===== src/rtl/grid_mem_arbiter.sv =====
// Grid RAM arbiter: shares the single-port tetris grid RAM between NREQ
// requesters. Round-robin arbitration with an optional absolute-priority
// requester, lock for atomic bursts, and a lock timeout so the display
// scanout can never be starved by a stuck lock.
//
//   state | meaning
//   IDLE  | no owner, gnt=0, RAM port parked (we=0, addr/wdata=0)
//   OWN   | gnt[owner]=1, owner's request drives the RAM port this cycle
module grid_mem_arbiter #(
    parameter int NREQ     = 3,
    parameter int ADDR_W   = 8,
    parameter int DATA_W   = 8,
    parameter int PRIO_EN  = 1,
    parameter int PRIO_IDX = 0,
    parameter int MAX_LOCK = 255
) (
    input  logic                     clk,
    input  logic                     reset,
    input  logic [NREQ-1:0]          req,
    input  logic [NREQ-1:0]          lock,
    input  logic [NREQ*ADDR_W-1:0]   req_addr,
    input  logic [NREQ-1:0]          req_we,
    input  logic [NREQ*DATA_W-1:0]   req_wdata,
    output logic [NREQ-1:0]          gnt,
    output logic [NREQ-1:0]          rvalid,
    output logic [DATA_W-1:0]        rdata,
    output logic                     lock_timeout,
    output logic [ADDR_W-1:0]        mem_addr,
    output logic                     mem_we,
    output logic [DATA_W-1:0]        mem_wdata,
    input  logic [DATA_W-1:0]        mem_rdata
);

    localparam int OWN_W = $clog2(NREQ);
    localparam int CNT_W = 8;
    localparam logic [CNT_W-1:0] LOCK_LAST = CNT_W'(MAX_LOCK - 1);
    // An out-of-range priority index simply yields an empty mask.
    localparam logic [NREQ-1:0] PRIO_MASK =
        ((PRIO_EN != 0) && (PRIO_IDX >= 0) && (PRIO_IDX < NREQ)) ? (NREQ'(1) << PRIO_IDX) : '0;

    typedef enum logic {IDLE, OWN} state_t;

    state_t               state;
    logic [OWN_W-1:0]     owner;
    logic [OWN_W-1:0]     rr_ptr;
    logic [CNT_W-1:0]     lock_cnt;

    logic                 own_req;
    logic                 own_lock;
    logic                 own_we;
    logic                 lock_hold;
    logic                 lock_force;
    logic [NREQ-1:0]      elig;
    logic                 any_elig;
    logic [OWN_W-1:0]     winner;
    logic [OWN_W-1:0]     rr_next;
    logic [OWN_W-1:0]     scan_sel;
    logic                 found;

    // Owner-selected view of the request bundle and the RAM port mux.
    always_comb begin
        own_req   = 1'b0;
        own_lock  = 1'b0;
        own_we    = 1'b0;
        mem_addr  = '0;
        mem_wdata = '0;
        if (state == OWN) begin
            for (int i = 0; i < NREQ; i++) begin
                if (owner == OWN_W'(i)) begin
                    own_req   = req[i];
                    own_lock  = lock[i];
                    own_we    = req_we[i];
                    mem_addr  = req_addr[i*ADDR_W +: ADDR_W];
                    mem_wdata = req_wdata[i*DATA_W +: DATA_W];
                end
            end
        end
        mem_we = own_req & own_we;
    end

    // Lock continuation vs. forced release; a forced release excludes the old owner.
    always_comb begin
        lock_hold  = own_req & own_lock & (lock_cnt < LOCK_LAST);
        lock_force = own_req & own_lock & ~(lock_cnt < LOCK_LAST);
        elig       = req;
        if (lock_force) begin
            elig = req & ~(NREQ'(1) << owner);
        end
        any_elig = |elig;
    end

    // Winner: priority requester first, otherwise first eligible from rr_ptr upward.
    always_comb begin
        winner   = '0;
        found    = 1'b0;
        scan_sel = '0;
        if (|(elig & PRIO_MASK)) begin
            winner = OWN_W'(PRIO_IDX);
            found  = 1'b1;
        end
        for (int k = 0; k < NREQ; k++) begin
            scan_sel = OWN_W'((int'(rr_ptr) + k) % NREQ);
            if (!found && elig[scan_sel]) begin
                winner = scan_sel;
                found  = 1'b1;
            end
        end
        rr_next = OWN_W'((int'(winner) + 1) % NREQ);
    end

    assign rdata = mem_rdata;

    // Ownership FSM with registered grant, read-valid and timeout outputs.
    always_ff @(posedge clk or posedge reset) begin
        if (reset) begin
            state        <= IDLE;
            owner        <= '0;
            rr_ptr       <= '0;
            lock_cnt     <= '0;
            gnt          <= '0;
            rvalid       <= '0;
            lock_timeout <= 1'b0;
        end else begin
            rvalid <= '0;
            if (own_req && !own_we) begin
                rvalid[owner] <= 1'b1;
            end
            lock_timeout <= lock_force;

            if (lock_hold) begin
                lock_cnt <= lock_cnt + CNT_W'(1);
            end else if (any_elig) begin
                state    <= OWN;
                owner    <= winner;
                gnt      <= NREQ'(1) << winner;
                rr_ptr   <= rr_next;
                lock_cnt <= '0;
            end else begin
                state    <= IDLE;
                gnt      <= '0;
                lock_cnt <= '0;
            end
        end
    end

endmodule


===== config.mk =====
export PLATFORM = sky130hd
export DESIGN_NAME = grid_mem_arbiter
export DESIGN_NICKNAME = d
export VERILOG_FILES = /design/src/rtl/grid_mem_arbiter.sv
export SDC_FILE = /design/constraint.sdc
export NUM_CORES = 1
export LEC_CHECK = 0
export CORE_MARGIN = 8
export CORE_UTILIZATION = 34
export CTS_CLUSTER_DIAMETER = 80
export CTS_CLUSTER_SIZE = 20
export DETAILED_ROUTE_END_ITERATION = 6
export GPL_TIMING_DRIVEN = 0
export MAX_ROUTING_LAYER = met4
export PLACE_DENSITY = 0.8
export REMOVE_ABC_BUFFERS = 1
export SKIP_CTS_REPAIR_TIMING = 1
export SLEW_MARGIN = 20
export SYNTH_ARGS = -nofsm -noshare
export SYNTH_HDL_FRONTEND = slang
export SYNTH_SLANG_ARGS = --single-unit

===== constraint.sdc =====
create_clock -name clk -period 2 [get_ports clk]
set_clock_uncertainty 0.15 [all_clocks]
set_input_delay 0.4 -clock clk [delete_from_list [all_inputs] [get_ports clk]]
set_output_delay 0.4 -clock clk [all_outputs]
set_load 0.05 [all_outputs]

# Yosys cells after proc, flatten, opt, wreduce, memory -nomap -nowiden
# Cells that the tools add are included.
# op_classes
mux	39
add_sub_neg	4
n_shift	2
reduce_logical	12
n_eq_ne	2
bitwise_logic	8
div	4
magnitude_cmp	6
# op_table
cell	count
32-bit by 3-bit remainder unit with 32-bit output (second input constant)	3
8-bit two-way mux	9
3-bit by 3-bit remainder unit with 32-bit output (second input constant)	1
1-bit two-way mux	20
2-bit by 3-bit less-than comparator with 1-bit output (second input constant)	4
3-bit two-way mux	3
8-bit by 1-bit adder with 8-bit output (second input constant)	1
8-bit less-than comparator (second input constant)	1
2-bit by 1-bit adder with 3-bit output (second input constant)	2
1-bit binary-select mux with 2-bit select	3
2-bit two-way mux	3
1-bit by 2-bit << shifter with 3-bit output (first input constant)	2
1-bit logical AND	5
1-bit AND	4
1-bit logical NOT	4
2-bit by 2-bit adder with 3-bit output (second input constant)	1
3-bit AND	1
3-bit NOT	1
3-bit OR reduction	1
1-bit demux with 2-bit select	1
2-bit by 1-bit equality test with 1-bit output (second input constant)	1
2-bit equality test (second input constant)	1
2-bit by 1-bit greater-or-equal comparator with 1-bit output (second input constant)	1
2-bit logical NOT	1
2 further kinds	3
# word_totals
input_bits	67
reg_bits	20

# Longest topological paths before layout
# depth
depth_word	20
ltp_mapped	10
depth_no_buf	10

# Worst setup path after synthesis
# OpenSTA, ideal clock, no wires.
# synth_path
kind	reg2out
startpoint	register owner[0]
endpoint	output mem_wdata[0]
t_required_ns	1.450
slack_ns	-0.232
arrival_ns	1.682
stages_incl_launch_ff	8
cell_sequence	dfrtp_1 -> buf_4 -> nor2b_1 -> clkbuf_1 -> clkbuf_1 -> nand2_1 -> o21ai_0 -> and2_1
# synth_via
elab_chain_len	5
word_cells_on_any_way	7
# synth_lines
element	line_no	source
from (decl)	44	logic [OWN_W-1:0] owner;
from (signal assigned)	134	owner <= winner;
2-bit logical NOT	69	if (owner == OWN_W'(i)) begin
8-bit two-way mux (2 in a row)	69	
8-bit two-way mux *	69	
8-bit two-way mux *	67	if (state == OWN) begin
to (decl)	30	output logic [DATA_W-1:0] mem_wdata,
# Every way passes the cells marked *; elsewhere a longest branch is shown, timed or not.

# Worst setup path in the final report
# layout_path
startpoint	register owner[0]
endpoint	output mem_wdata[7]
# Same word-level chain as after synthesis.

==> results.cfg <==
[critical_path]
slowest_delay_ns = 0.51
crit_path_start = owner[0]$_DFFE_PP0P_
path_depth = 7
path_common_cell = buf_12
arrival_ns = 1.69
cp-endpoint = mem_wdata[7]
crit_buf_inv = 3
crit_path_start_kind = register
critPathRequiredTime_ns = 1.45
critPathSlowestCell = dfrtp_4
critPathTopFamily = flip-flops
critPathCaptureType = output pin
cp_max_fo = 17
timing.rr.start = owner[0]$_DFFE_PP0P_
rrSetupSlack_ns = -0.17
crit_chain = buf_12 > nor2b_4 > buf_12 > nand2_1 > o21ai_1 > and2_1 > buf_6
reg2regPathDepth = 8
timing.rr.end = gnt[0]$_DFFE_PP0N_
path_class = register to output pin

[power]
vdd_ir_drop_max_uv = 559
power_density_nw_per_um2 = 1130
p_leak_nw = 1.21

[sta]
min_period_ns = 2.24
final_hold_viol_count = 0
post-route-period-util_pct = 112
slew-limit-headroom_pct = 51.7
fmax_mhz = 446
slew_viol_final = 0
tightest_slew_ns = 0.723
rsz0062_at_grt = yes
setup_viol = 22
setup_ws_ns = -0.244

[yosys]
synth-seq-area-share_pct = 31.0
synth_flop_cell = dfrtp_1
synth_async_sr_flop_share_pct = 100
yosysUniqueCellTypes = 39
yosys_warnings = 0
ys_ff_latch = 20
synth_cells = 193
synth-edff-count = 0
avgSynthCellArea_um2 = 8.36
syn-cell-area_um2 = 1610

[route]
vias = 1796
drcViolationCount = 0
detail-route-antenna-nets = 0
dr.pass1.iters = 5
wl_per_cell_um = 18.9
viasPerCell = 5.46
first_iter_violations = 74
wirelength_mm = 6.22

[grt]
grt_pass1_wl_mm = 8.14
antenna_found_initial = 0
grt_max_degree = 30
grt_overflow = 0
first_global_vias = 1661
track_usage_pct = 14.4

[clock_network]
cts_num_sinks = 20
htree_levels = 1
cts_made_buffers = 3
cts_tree = done
clkTransAtPathRegs_ns = 0.08
cts_root_buffer = clkbuf_8
clk_latency_ns = 0.26
cts.path.max_buffers = 2

[final_layout]
fin_util_pct = 59.8
fillers = 395
finalNonFillerCells = 329
final-seq-area_um2 = 510
area_delta_synth_final_pct = 72.7
multi_input_area_um2 = 1100
antenna_cells = 0
nets = 349
drive_above_1_share_pct = 22.9

[die]
num_rows = 25
die_y_um = 84.9
fp.dieW_um = 84.9
design.core.area_um2 = 4660
pin_count = 99
die_area_um2 = 7200
start_util_pct = 34.6

[place]
dp_cells = 311
port-buffer-count = 82
gp_congestion = 0.777
dp_hpwl_mm = 4.12

[run_status]
run_status = finished with violations
violations = setup timing

[hold_path]
hold_path.class = register to register

[run]
drv_cap = 0
-- through the flow --
stage               total power [W]  hold slack [ns]  TNS, ns  setup slack (ns)  area, µm²
floorplan                   0.00170            0.214   -13.15            -0.640       1510
global placement            0.00226            0.323   -40.39             -1.80       2390
finish                      0.00316            0.368    -3.74            -0.244       2790
CTS                         0.00270            0.361   -30.67             -1.60       2470
detailed placement          0.00228            0.344   -27.47             -1.30       2400
global route                0.00330            0.393    -5.18            -0.300       2790
-- synth_stat cells (3+ instances only) --
| library cell | instances | area (µm²) |
|---|---|---|
| nand2_1 | 24 | 90.1 |
| o21ai_0 | 21 | 105 |
| dfrtp_1 | 20 | 500 |
| mux2i_1 | 19 | 190 |
| and2_1 | 18 | 113 |
| buf_4 | 10 | 75.1 |
| nor2_1 | 10 | 37.5 |
| inv_1 | 7 | 26.3 |
| nand3_1 | 7 | 35.0 |
| clkbuf_1 | 6 | 22.5 |
| ha_1 | 6 | 75.1 |
| xor2_1 | 4 | 35.0 |
| a21oi_1 | 3 | 15.0 |
| a22o_1 | 3 | 26.3 |
| and3_1 | 3 | 18.8 |
-- layout make-up --
| class | count | share of cell area [%] |
|---|---|---|
| sequential | 20 | 18.3 |
| multi-input combinational | 148 | 39.4 |
| clock inverter | 1 | 1.08 |
| timing repair buffer | 96 | 36.3 |
| tap | 54 | 2.43 |
| clock buffer | 3 | 1.48 |
| inverter | 7 | 0.943 |
-- power breakdown --
| part | leakage (nW) | switching [W] | internal, W | total [W] |
|---|---|---|---|---|
| logic | 0.916 | 0.00120 | 0.000974 | 0.00218 |
| registers | 0.260 | 0.0000907 | 0.000482 | 0.000573 |
| clock network | 0.0357 | 0.000140 | 0.000267 | 0.000407 |
-- worst min-delay path by stage --
stage	start	endpoint	slack (ns)	cells past startpoint
floorplan	reset	gnt[0]$_DFFE_PP0N_	0.21	1
global placement	lock_cnt[7]$_DFF_PP0_	lock_cnt[7]$_DFF_PP0_	0.32	2
detailed placement	lock_cnt[7]$_DFF_PP0_	lock_cnt[7]$_DFF_PP0_	0.34	2
CTS	lock_cnt[7]$_DFF_PP0_	lock_cnt[7]$_DFF_PP0_	0.36	2
global route	req[1]	rvalid[1]$_DFF_PP0_	0.39	3
finish	gnt[2]$_DFFE_PP0N_	gnt[2]$_DFFE_PP0N_	0.37	1
-- sequential cells by signal (all words and copies together), names as in the netlist --
register      cells
lock_timeout      1
lock_cnt          8
state             1
rr_ptr            2
rvalid            3
gnt               3
owner             2
-- cell usage in the layout, fill, tap and decap left out, drive strengths merged, types with 6 or more instances in the layout --
master         instances
and2                  19
buf                   29
clkdlybuf4s50         60
dfrtp                 20
ha                     6
inv                    7
mux2i                 19
nand2                 24
nand3                  7
nor2                  10
o21ai                 21
-- per-layer routing --
metal,GRT usage [%],wire length [µm],vias to the layer above
met5,-,0,-
met2,25.4,3250,90
met3,4.44,461,27
met1,14.5,2210,853
li1,-,-,826
met4,5.66,300,0
-- cells by family after synthesis --
group | share of synthesized area, %
flip-flops | 31.0
multiplexers | 11.8
XOR/XNOR | 2.72
AND/OR/NAND/NOR | 25.4
AO/OA/AOI/OAI | 16.1
buffers and inverters | 8.30
adder cells (fa/ha/maj) | 4.65
(Power assumes the default switching activity.)
